===== src/rtl/pipe_ctrl_pkg.sv =====
// pipe_ctrl_pkg: shared state encoding and stage-control bundle for pipe_stall_ctrl
package pipe_ctrl_pkg;
    typedef enum logic [1:0] {RUN, LOAD_STALL, MEM_WAIT, ERROR} state_t;
    localparam logic [4:0] REG_ZERO = 5'd0;
    typedef struct packed {
        logic pc_en;
        logic if_id_en;
        logic if_id_flush;
        logic id_ex_en;
        logic id_ex_bubble;
        logic ex_mem_en;
        logic mem_wb_bubble;
    } ctrl_t;
    localparam ctrl_t CTRL_RUN    = '{1'b1, 1'b1, 1'b0, 1'b1, 1'b0, 1'b1, 1'b0};
    localparam ctrl_t CTRL_FREEZE = '{1'b0, 1'b0, 1'b0, 1'b0, 1'b0, 1'b0, 1'b1};
    localparam ctrl_t CTRL_RESET  = '{1'b0, 1'b0, 1'b1, 1'b0, 1'b1, 1'b0, 1'b1};
    localparam ctrl_t CTRL_STALL  = '{1'b0, 1'b0, 1'b0, 1'b1, 1'b1, 1'b1, 1'b0};
    localparam ctrl_t CTRL_FLUSH  = '{1'b1, 1'b1, 1'b1, 1'b1, 1'b0, 1'b1, 1'b0};
    localparam ctrl_t CTRL_ERR    = '{1'b0, 1'b0, 1'b0, 1'b0, 1'b0, 1'b0, 1'b0};
endpackage


===== src/rtl/pipe_wait_timer.sv =====
// pipe_wait_timer: saturating memory-wait cycle counter; start loads 1, inc counts, otherwise clears
module pipe_wait_timer #(
    parameter int LIMIT = 16
) (
    input  logic clk,
    input  logic rst,
    input  logic start,
    input  logic inc,
    output logic expire
);
    localparam int TW = $clog2(LIMIT + 1);
    logic [TW-1:0] cnt;
    always_ff @(posedge clk) begin
        if (rst)
            cnt <= '0;
        else
            cnt <= start ? TW'(1) : inc ? ((cnt == TW'(LIMIT)) ? cnt : cnt + 1'b1) : '0;
    end
    assign expire = (cnt == TW'(LIMIT - 1));
endmodule


===== src/rtl/pipe_stall_ctrl.sv =====
// pipe_stall_ctrl: stall/flush sequencer for the 5-stage pipeline (Mealy outputs from state + inputs).
// Define PIPE_STALL_CTRL_PERF_EN to add saturating stall/flush performance counters.
module pipe_stall_ctrl
    import pipe_ctrl_pkg::*;
#(
    parameter int REG_AW      = 5,
    parameter int MEM_TIMEOUT = 16
`ifdef PIPE_STALL_CTRL_PERF_EN
    , parameter int CNT_W     = 32
`endif
) (
    input  logic              clk,
    input  logic              rst,
    input  logic              memread_ex,
    input  logic [REG_AW-1:0] rd_ex,
    input  logic [REG_AW-1:0] rs1_id,
    input  logic [REG_AW-1:0] rs2_id,
    input  logic              uses_rs2_id,
    input  logic              branch_taken_id,
    input  logic              mem_req_mem,
    input  logic              mem_ready,
    output logic              pc_en,
    output logic              if_id_en,
    output logic              if_id_flush,
    output logic              id_ex_en,
    output logic              id_ex_bubble,
    output logic              ex_mem_en,
    output logic              mem_wb_bubble,
    output logic              mem_timeout,
    output logic [1:0]        state_o
`ifdef PIPE_STALL_CTRL_PERF_EN
    , output logic [CNT_W-1:0] lu_stall_cnt
    , output logic [CNT_W-1:0] mw_stall_cnt
    , output logic [CNT_W-1:0] flush_cnt
`endif
);
    state_t state, nxt;
    ctrl_t  ctrl;
    logic   lu, mw, start, inc, expire;
    assign lu = memread_ex && rd_ex != REG_AW'(REG_ZERO)
                && (rd_ex == rs1_id || (uses_rs2_id && rd_ex == rs2_id));
    assign mw = mem_req_mem && !mem_ready;
    // priority mw > lu > branch; lu is masked in LOAD_STALL because EX holds the bubble
    always_comb begin
        ctrl  = CTRL_RESET;
        nxt   = RUN;
        start = 1'b0;
        inc   = 1'b0;
        if (rst) begin
            ctrl = CTRL_RESET;
        end else if (state == ERROR) begin
            ctrl = CTRL_ERR;
            nxt  = ERROR;
        end else if (mw) begin
            ctrl  = CTRL_FREEZE;
            inc   = (state == MEM_WAIT);
            start = (state != MEM_WAIT);
            nxt   = (inc && expire) ? ERROR : MEM_WAIT;
        end else if (lu && state != LOAD_STALL) begin
            ctrl = CTRL_STALL;
            nxt  = LOAD_STALL;
        end else begin
            ctrl = branch_taken_id ? CTRL_FLUSH : CTRL_RUN;
        end
    end
    always_ff @(posedge clk) state <= nxt;
    pipe_wait_timer #(.LIMIT(MEM_TIMEOUT)) u_timer (
        .clk(clk), .rst(rst), .start(start), .inc(inc), .expire(expire)
    );
    assign {pc_en, if_id_en, if_id_flush, id_ex_en, id_ex_bubble, ex_mem_en, mem_wb_bubble} = ctrl;
    assign mem_timeout = !rst && state == ERROR;
    assign state_o     = state;
`ifdef PIPE_STALL_CTRL_PERF_EN
    always_ff @(posedge clk) begin
        if (rst) begin
            lu_stall_cnt <= '0;
            mw_stall_cnt <= '0;
            flush_cnt    <= '0;
        end else begin
            lu_stall_cnt <= lu_stall_cnt + CNT_W'(ctrl == CTRL_STALL && lu_stall_cnt != '1);
            mw_stall_cnt <= mw_stall_cnt + CNT_W'(ctrl == CTRL_FREEZE && mw_stall_cnt != '1);
            flush_cnt    <= flush_cnt + CNT_W'(ctrl == CTRL_FLUSH && flush_cnt != '1);
        end
    end
`endif
endmodule


===== config.mk =====
export PLATFORM = sky130hd
export DESIGN_NAME = pipe_stall_ctrl
export DESIGN_NICKNAME = d
export VERILOG_FILES = /design/src/rtl/pipe_ctrl_pkg.sv /design/src/rtl/pipe_wait_timer.sv /design/src/rtl/pipe_stall_ctrl.sv
export SDC_FILE = /design/constraint.sdc
export NUM_CORES = 1
export LEC_CHECK = 0
export CELL_PAD_IN_SITES_DETAIL_PLACEMENT = 1
export CELL_PAD_IN_SITES_GLOBAL_PLACEMENT = 1
export CORE_MARGIN = 5
export CORE_UTILIZATION = 22
export CTS_BUF_LIST = sky130_fd_sc_hd__clkbuf_16
export CTS_CLUSTER_DIAMETER = 30
export DETAILED_ROUTE_END_ITERATION = 8
export PLACE_DENSITY_LB_ADDON = 0.1
export REMOVE_ABC_BUFFERS = 1
export SLEW_MARGIN = 20
export SYNTH_ARGS = -nofsm -noshare
export SYNTH_HDL_FRONTEND = slang
export SYNTH_SLANG_ARGS = --single-unit

===== constraint.sdc =====
create_clock -name clk -period 1.9 [get_ports clk]
set_clock_uncertainty 0.2 [all_clocks]
set_input_delay 0.38 -clock clk [delete_from_list [all_inputs] [get_ports clk]]
set_output_delay 0.38 -clock clk [all_outputs]
set_load 0.01 [all_outputs]

Word level (Yosys, flattened, before mapping)
Cells that the tools add are included.

Bits of input ports: 22. Word-level logic and storage cells: 44. Output and inout port bits: 10. Flip-flop bits (word level): 7.

Reduce and logical (&&, ||, !) cells: 12. Eq/ne operators: 9. Bitwise gates (word level): 1. $add $sub $neg: 1. Muxes and demuxes: 18.

Operators by type and width (number): 7-bit two-way mux (4); 1-bit two-way mux (11); 5-bit equality test (2); 1-bit logical AND (7); 5-bit by 1-bit adder with 5-bit output, second input constant (1); 5-bit by 4-bit equality test with 1-bit output, second input constant (1); 5-bit equality test, second input constant (1); 5-bit two-way mux (1); 5-bit nonzero test (1); 2-bit equality test, second input constant (2); 2-bit two-way mux (2); 3-bit by 2-bit != test with 1-bit output, second input constant (1); 3-bit OR reduction (1); 1-bit zero test (2); 2-bit by 1-bit != test with 1-bit output, second input constant (1); 2-bit != test, second input constant (1); 1-bit logical OR (1); 1-bit inverter (1).

Longest topological paths before layout
Gate-level depths: netlist of the first run.

Word-level depth: 9. Depth in mapped cells: 6. Depth with buffers taken out: 6.

Hierarchy
A second synthesis of the first run with hierarchy kept.

Cells, all modules: 71. Area total of the unflattened synthesis: 565.5 µm².

Modules (own cells, without submodules): pipe_stall_ctrl (times used 1, area each 301.5 µm², cells each 44); pipe_wait_timer (times used 1, area each 264.0 µm², cells each 27).

Worst setup path after synthesis of the first run
Ideal clock, no wire load.

Kind: input port to output port. From: in rd_ex[3]. To: out pc_en. Arrival: 1728 ps. Data required time: 1320 ps. Slack: -408 ps. Stages on the path: 4. Cell sequence: or4_1 o221a_2 a21boi_0 buf_4.

Word-level cells in the longest chain between the ends: 9. Elaborated cells between the ends (all ways): 12.

Ends and longest elaborated chain: start: declaration (RTL line pipe_stall_ctrl.sv:15) `input logic [REG_AW-1:0] rd_ex,`; 5-bit equality test (RTL line pipe_stall_ctrl.sv:41) `&& (rd_ex == rs1_id || (uses_rs2_id && rd_ex == rs2_id));`; 1-bit logical AND (RTL line pipe_stall_ctrl.sv:41); 1-bit logical OR (RTL line pipe_stall_ctrl.sv:41); 1-bit logical AND (*) (RTL line pipe_stall_ctrl.sv:41); 1-bit logical AND (*) (RTL line pipe_stall_ctrl.sv:59) `end else if (lu && state != LOAD_STALL) begin`; 7-bit two-way mux (*) (RTL line pipe_stall_ctrl.sv:59); 7-bit two-way mux (*) (RTL line pipe_stall_ctrl.sv:54) `end else if (mw) begin`; 7-bit two-way mux (*) (RTL line pipe_stall_ctrl.sv:51) `end else if (state == ERROR) begin`; 7-bit two-way mux (*) (RTL line pipe_stall_ctrl.sv:49) `if (rst) begin`; end: declaration (RTL line pipe_stall_ctrl.sv:22) `output logic pc_en,`.

Mark *: on every way between the ends. The rest lies on a longest branch, timed or not.

Worst setup path in the final report of the first run
From: in rd_ex[1]. To: out if_id_flush.

Word-level cells in the longest chain between the ends: 9. Elaborated cells between the ends (all ways): 12.

Ends and longest elaborated chain: 5-bit equality test (RTL line pipe_stall_ctrl.sv:41); 1-bit logical AND (RTL line pipe_stall_ctrl.sv:41); 1-bit logical OR (RTL line pipe_stall_ctrl.sv:41); 1-bit logical AND (*) (RTL line pipe_stall_ctrl.sv:41); 1-bit logical AND (*) (RTL line pipe_stall_ctrl.sv:59); 7-bit two-way mux (*) (RTL line pipe_stall_ctrl.sv:59); 7-bit two-way mux (*) (RTL line pipe_stall_ctrl.sv:54); 7-bit two-way mux (*) (RTL line pipe_stall_ctrl.sv:51); 7-bit two-way mux (*) (RTL line pipe_stall_ctrl.sv:49); end: declaration (RTL line pipe_stall_ctrl.sv:24) `output logic if_id_flush,`.

Marks and branches as above.

==> results of run 1 <==
[cells in the mapped netlist, drive strengths merged, types with 2 or more instances]
cell type | n | area, um2
nand4 | 2 | 12.5
nor2 | 3 | 11.3
xnor2 | 12 | 105
inv | 6 | 22.5
dfxtp | 7 | 140
a21oi | 4 | 20.0
and3 | 3 | 18.8
nor3 | 2 | 10.0
nand2 | 5 | 18.8
ha | 3 | 37.5
buf | 2 | 15.0
nand3 | 2 | 10.0
[path summary, 6_finish.rpt]
path | from | endpoint | slack (ns) | depth (start not counted)
max | rd_ex[1] | if_id_flush | -0.25 | 5
min | u_timer.cnt[1] | u_timer.cnt[1] | 0.36 | 2
max reg2reg | u_timer.cnt[1] | state_o[0] | 0.24 | 6
min reg2reg | u_timer.cnt[1] | u_timer.cnt[1] | 0.36 | 2
[repair_timing]
action	in CTS	in global routing
gates cloned	0	0
setup buffers	0	1
pin swaps	17	8
setup endpoints to repair	9	5
gates resized for setup	67	9
[worst max-delay path: stages]
cell and delay, ns:
buf_6 0.09, or4_4 0.52, o221a_4 0.26, a31oi_1 0.16
buf_2 0.15
[power breakdown]
group | leakage, nW | internal, mW | switching, mW
clock | 0.0423 | 0.274 | 0.0800
combinational | 0.373 | 0.0854 | 0.0584
sequential | 0.0571 | 0.150 | 0.00221
[layout make-up]
type | instances | area [um2] | share of cell area
inverters | 6 | 22.5 | 0.0212
multi-input cells | 50 | 410 | 0.385
well taps | 28 | 35.0 | 0.0329
clock buffers | 3 | 75.1 | 0.0705
clock inverters | 1 | 3.75 | 0.00353
repair buffers | 47 | 377 | 0.354
flip-flops and latches | 7 | 141 | 0.133
[cells by family (layout without fill, tap and decap cells)]
logic type               Yosys count  count (layout)  share of synthesized area
AND/OR/NAND/NOR                   22              22                      0.227
XOR/XNOR                          13              13                      0.213
AO/OA/AOI/OAI                     11              11                      0.140
buffers and inverters              8              57                     0.0701
flip-flops                         7               7                      0.262
adder cells (fa/ha/maj)            3               3                     0.0701
multiplexers                       1               1                     0.0187
[state kept, by name (all words and copies together), names as in the netlist]
register / cells
state_o: 2
u_timer.cnt: 5
[layout by cell type, fill, tap and decap left out, types with 2 or more instances in the layout]
cell type / instances
dlygate4sd2_1: 13
nand3_1: 2
nor2_1: 3
clkbuf_16: 3
a21oi_1: 4
clkbuf_2: 2
xnor2_1: 10
inv_1: 7
clkdlybuf4s50_1: 5
ha_1: 3
nand4_1: 2
buf_2: 7
nand2_1: 5
dfxtp_1: 6
and3_1: 3
buf_6: 4
nor3_1: 2
buf_4: 15
xnor2_2: 2
[layer usage]
metal  vias up  wire, um
met4         0        17
li1        322         -
met2        21       904
met1       291       788
met5         -         0
met3         2        96
[through the flow]
stage / setup slack, ns / TNS (ns) / utilization / total power [mW]
floorplan: -0.364 / -0.916 / - / 0.201
global placement: -1.14 / -6.36 / 0.430 / 0.300
detailed placement: -1.16 / -6.41 / 0.430 / 0.303
CTS: -0.249 / -0.920 / 0.456 / 0.649
global route: -0.296 / -1.14 / 0.468 / 0.676
finish: -0.251 / -0.968 / 0.468 / 0.650
==> summary.md, run 1 <==
| Metric | Value |
|---|---|
| Status | `finished, violations left` |
| Failing checks | `negative setup slack` |
| Largest net degree at the start of global routing | `6` |
| Syn Area/Cell | `8.24 um2` |
| Crit path max fanout | `4` |
| Synthesized flop and latch total | `7` |
| Cts hold-fix bufs | `0` |
| Cell Area, Synth | `536 um2` |
| First-pass DRT Iterations | `3` |
| Quantity of I/O buffers inserted on ports | `31` |
| Element type at the critical path start | `primary input` |
| Critical path class | `in -> out` |
| Fillers | `277` |
| Max Slew Vio Count | `0` |
| Global route overflow | `0` |
| Post-synthesis async set-or-reset flop share | `0` |
| Global-route wire length before repair | `3080 um` |
| RePlAce Congestion | `0.728` |
| Clk root buf | `clkbuf_16` |
| Final antenna-violating net count | `0` |
| Nets | `140` |
| Final min period | `2.15 ns` |
| Met3 track utilization from global routing | `0.0196` |
| CTS tree | `yes` |
| Inst Count DP | `137` |
| Area grow syn2layout | `98.8%` |
| Data arrival time of the worst path | `1.57 ns` |
| RSZ-0062 raised after global routing | `yes` |
| Synth Instances | `65` |
| Worst-Margin Slew | `0.214 ns` |
| Post-synth cell types | `26` |
| Final non-filler cell total | `142` |
| Antenna fix cells | `0` |
| Final Hold Vio Count | `0` |
| Die area | `3520 um2` |
| Grt peak-use layer | `met2` |
| Yosys warning count | `0` |
| Starting DRT DRC Count | `1` |
| Period utilization | `1.13` |
| Placed cell areas | `978 um2` |
| Pwr/cell area | `610 nW/um2` |
| Core area | `2280 um2` |
| Worst setup EP type | `output pin` |
| Final setup fails | `4` |
| Latest clock arrival within the worst-skew pair | `0.23 ns` |
| Layout cell share with drive strength beyond 1 | `0.351` |
| Hpwl dp | `1540 um` |
| Final setup margin | `-0.251 ns` |
| Max VDD drop | `0.399 mV` |
| H-tree levels | `1` |
| Prevailing post-synth register cell | `dfxtp_1` |
| DR WL/cell | `12.7 um` |
| Worst Path Required | `1.32 ns` |
| Worst-path clk slew | `0.04 ns` |
| Drt drc | `0` |
| EDFF count, synth | `0` |
| I/O pin count | `32` |
| Vias/cell | `4.48` |
| Post-layout instance area | `1060 um2` |
| Initial antenna violation count | `0` |
| Die X-Extent | `59.3 um` |
| Hold crit path type | `reg -> reg` |
| Wirelength, routed | `1810 um` |
| Max Cap Violations | `0` |
| GR Util met2 | `0.192` |
| Number of buffers created by CTS | `3` |
| Die Y | `59.3 um` |
| Placement Rows | `17` |
| P_leak | `0.472 nW` |
| Seq/Total Area, Yosys | `0.262` |
| Sink Count | `7` |
| GRT met1 Usage | `0.140` |
| Vias in the first global route | `706` |
| Initial core utilization | `0.235` |
| Clock Path Buffers | `2` |
| Fmax achieved | `465 MHz` |
| Final hold slack | `0.362 ns` |
| Gr usage total | `0.114` |
| Slew headroom | `0.857` |
| Via Count | `636` |
Note: power is estimated with default switching activity, not from simulation.
==> inputs of run 2 (changes only) <==
CORE_UTILIZATION = 24   (was 22)
clock period = 2.4 ns   (was 1.9 ns; I/O delays follow)
==> run 2 against run 1 <==
Effect of this change: the flow now finishes without violations; clock power fell by 21%; via count shrank 3.0%; total power shrank 22%; cell area down 4.8%; global-route usage down 0.60 points; worst setup slack improved by 0.30 ns; non-clock buffer count down 6; sequential power shrank 20%; critical path depth unchanged; routed wire length fell by 12%; final cell count down 4.2%; critical endpoint unchanged; largest cell class unchanged; largest power group unchanged.
==> summary.md, run 2 (synthesis gave the netlist of run 1 again) <==
| Metric | Value |
|---|---|
| Status | `completed` |
| Die X-Extent | `57.2 um` |
| Wirelength, routed | `1590 um` |
| CTS tree | `yes` |
| Place WS | `-0.837 ns` |
| Starting DRT DRC Count | `2` |
| Drt drc | `0` |
| Commonest non-fill, non-tap cell in the layout | `dlygate4sd2_1` |
| Quantity of I/O buffers inserted on ports | `31` |
| Clock Path Buffers | `2` |
| Die Y | `57.2 um` |
| Fmax achieved | `426 MHz` |
| Max VDD drop | `0.343 mV` |
| Final setup margin | `0.0510 ns` |
| Sink Count | `7` |
| Final min period | `2.35 ns` |
| Worst-path clk slew | `0.04 ns` |
| I/O pin count | `32` |
| Initial core utilization | `0.247` |
| Vias/cell | `4.54` |
| Core area | `2170 um2` |
| Final setup fails | `0` |
| Layout cell share with drive strength beyond 1 | `0.250` |
| Placement Rows | `17` |
| Critical path depth in cells | `5` |
| Hpwl dp | `1370 um` |
| Slowest stage delay, CP | `0.52 ns` |
| Post CTS Setup Buffer Count | `0` |
| Max reg flops | `5` |
| Element type at the critical path start | `primary input` |
| Crit path max fanout | `4` |
| Largest Register | `u_timer.cnt` |
| Global-route wire length before repair | `2750 um` |
| Gr usage total | `0.108` |
| Slew headroom | `0.823` |
| Worst setup EP type | `output pin` |
| Via Count | `617` |
| DR WL/cell | `11.7 um` |
| Pwr/cell area | `498 nW/um2` |
| Initial antenna violation count | `0` |
| Area grow syn2layout | `89.3%` |
| Kind of cell adding the most delay to the critical path | `simple AND/OR/NAND/NOR gates` |
| H-tree levels | `1` |
| RePlAce Congestion | `0.674` |
| Max Cap Violations | `0` |
| Fillers | `279` |
| Hold depth | `2` |
| Period utilization | `0.979` |
| Vias in the first global route | `702` |
| Final Hold Vio Count | `0` |
| Hold crit path type | `reg -> reg` |
| CP max-delay cell | `or4_4` |
| Critical path buffers and inverters | `2` |
| Nets | `134` |
| R2R cell count | `6` |
| Cts hold-fix bufs | `0` |
| Global route overflow | `0` |
| Largest net degree at the start of global routing | `8` |
| Max Slew Vio Count | `0` |
| Final Power | `0.505 mW` |
| Worst-path cell chain | `buf_6, or4_4, o221a_4, a31oi_1, buf_2` |
| Commonest cells after routing, fill and taps aside | `13 x dlygate4sd2_1, 12 x xnor2_1, 10 x buf_4, 9 x clkdlybuf4s50_1` |
| Latest clock arrival within the worst-skew pair | `0.23 ns` |
| Final antenna-violating net count | `0` |
| Worst Path Required | `1.72 ns` |
| Data arrival time of the worst path | `1.67 ns` |
| Die area | `3280 um2` |
| Critical path class | `in -> out` |
| Worst-Margin Slew | `0.266 ns` |
| First-pass DRT Iterations | `4` |
| Number of buffers created by CTS | `3` |
| RSZ-0062 raised after global routing | `yes` |
| Clk root buf | `clkbuf_16` |
| Antenna fix cells | `0` |
| P_leak | `0.442 nW` |
## run 2: cell count changes in the layout (fill, tap and decap cells not counted), sizes merged
| cell | before | now |
|---|---|---|
| buf | 26 | 17 |
| dlymetal6s2s | 0 | 1 |
| clkbuf | 5 | 3 |
| clkdlybuf4s50 | 5 | 9 |
## run 2: final timing paths
path | from | end | slack, ns
worst max-delay path | rd_ex[1] | if_id_flush | 0.05
worst min-delay path | u_timer.cnt[1] | u_timer.cnt[1] | 0.36
worst max register to register | u_timer.cnt[0] | state_o[0] | 0.75
worst min register to register | u_timer.cnt[1] | u_timer.cnt[1] | 0.36
## run 2: worst register-to-register path: stages, from the launching register on
cell and delay [ns]:
dfxtp_1 0.32, ha_1 0.22, and3_1 0.18, ha_1 0.18
a21oi_1 0.16, nor3b_1 0.07, a41o_1 0.20
## run 2: final cells by class
cell class | instances | area, um2 | area share
timing repair buffer | 41 | 343 | 0.338
sequential | 7 | 140 | 0.138
multi-input combinational | 50 | 394 | 0.389
inverter | 6 | 22.5 | 0.0222
clock inverter | 1 | 3.75 | 0.00370
clock buffer | 3 | 75.1 | 0.0741
tap | 28 | 35.0 | 0.0346
## run 2: timing repair
action | 4_1_cts | 5_1_grt
pin swaps | 15 | 2
gates resized for setup | 47 | 6
endpoints found under the setup margin | 7 | 6
## run 2: report_power, final
part / switching (mW) / internal [mW]
sequential: 0.00213 / 0.119
clock: 0.0629 / 0.217
combinational: 0.0421 / 0.0626
total: 0.107 / 0.398
## run 2: per-layer routing
metal	vias up	wire, um	GRT usage	part of all wire
li1	312	-	-	-
met5	-	0	0	0
met1	281	719	0.131	0.45
met3	2	74	0.0271	0.047
met4	0	22	0.0596	0.014
met2	22	770	0.173	0.49
## run 2: stage by stage
step / util / cells / hold slack, ns / area (um2) / TNS [ns]
floorplan: - / 63 / 0.314 / 520 / -0.129
global placement: 0.434 / 132 / 0.345 / 941 / -3.60
detailed placement: 0.434 / 132 / 0.360 / 941 / -3.65
CTS: 0.460 / 136 / 0.369 / 998 / 0
global route: 0.467 / 136 / 0.417 / 1010 / -0.000213
finish: 0.467 / 136 / 0.361 / 1010 / 0
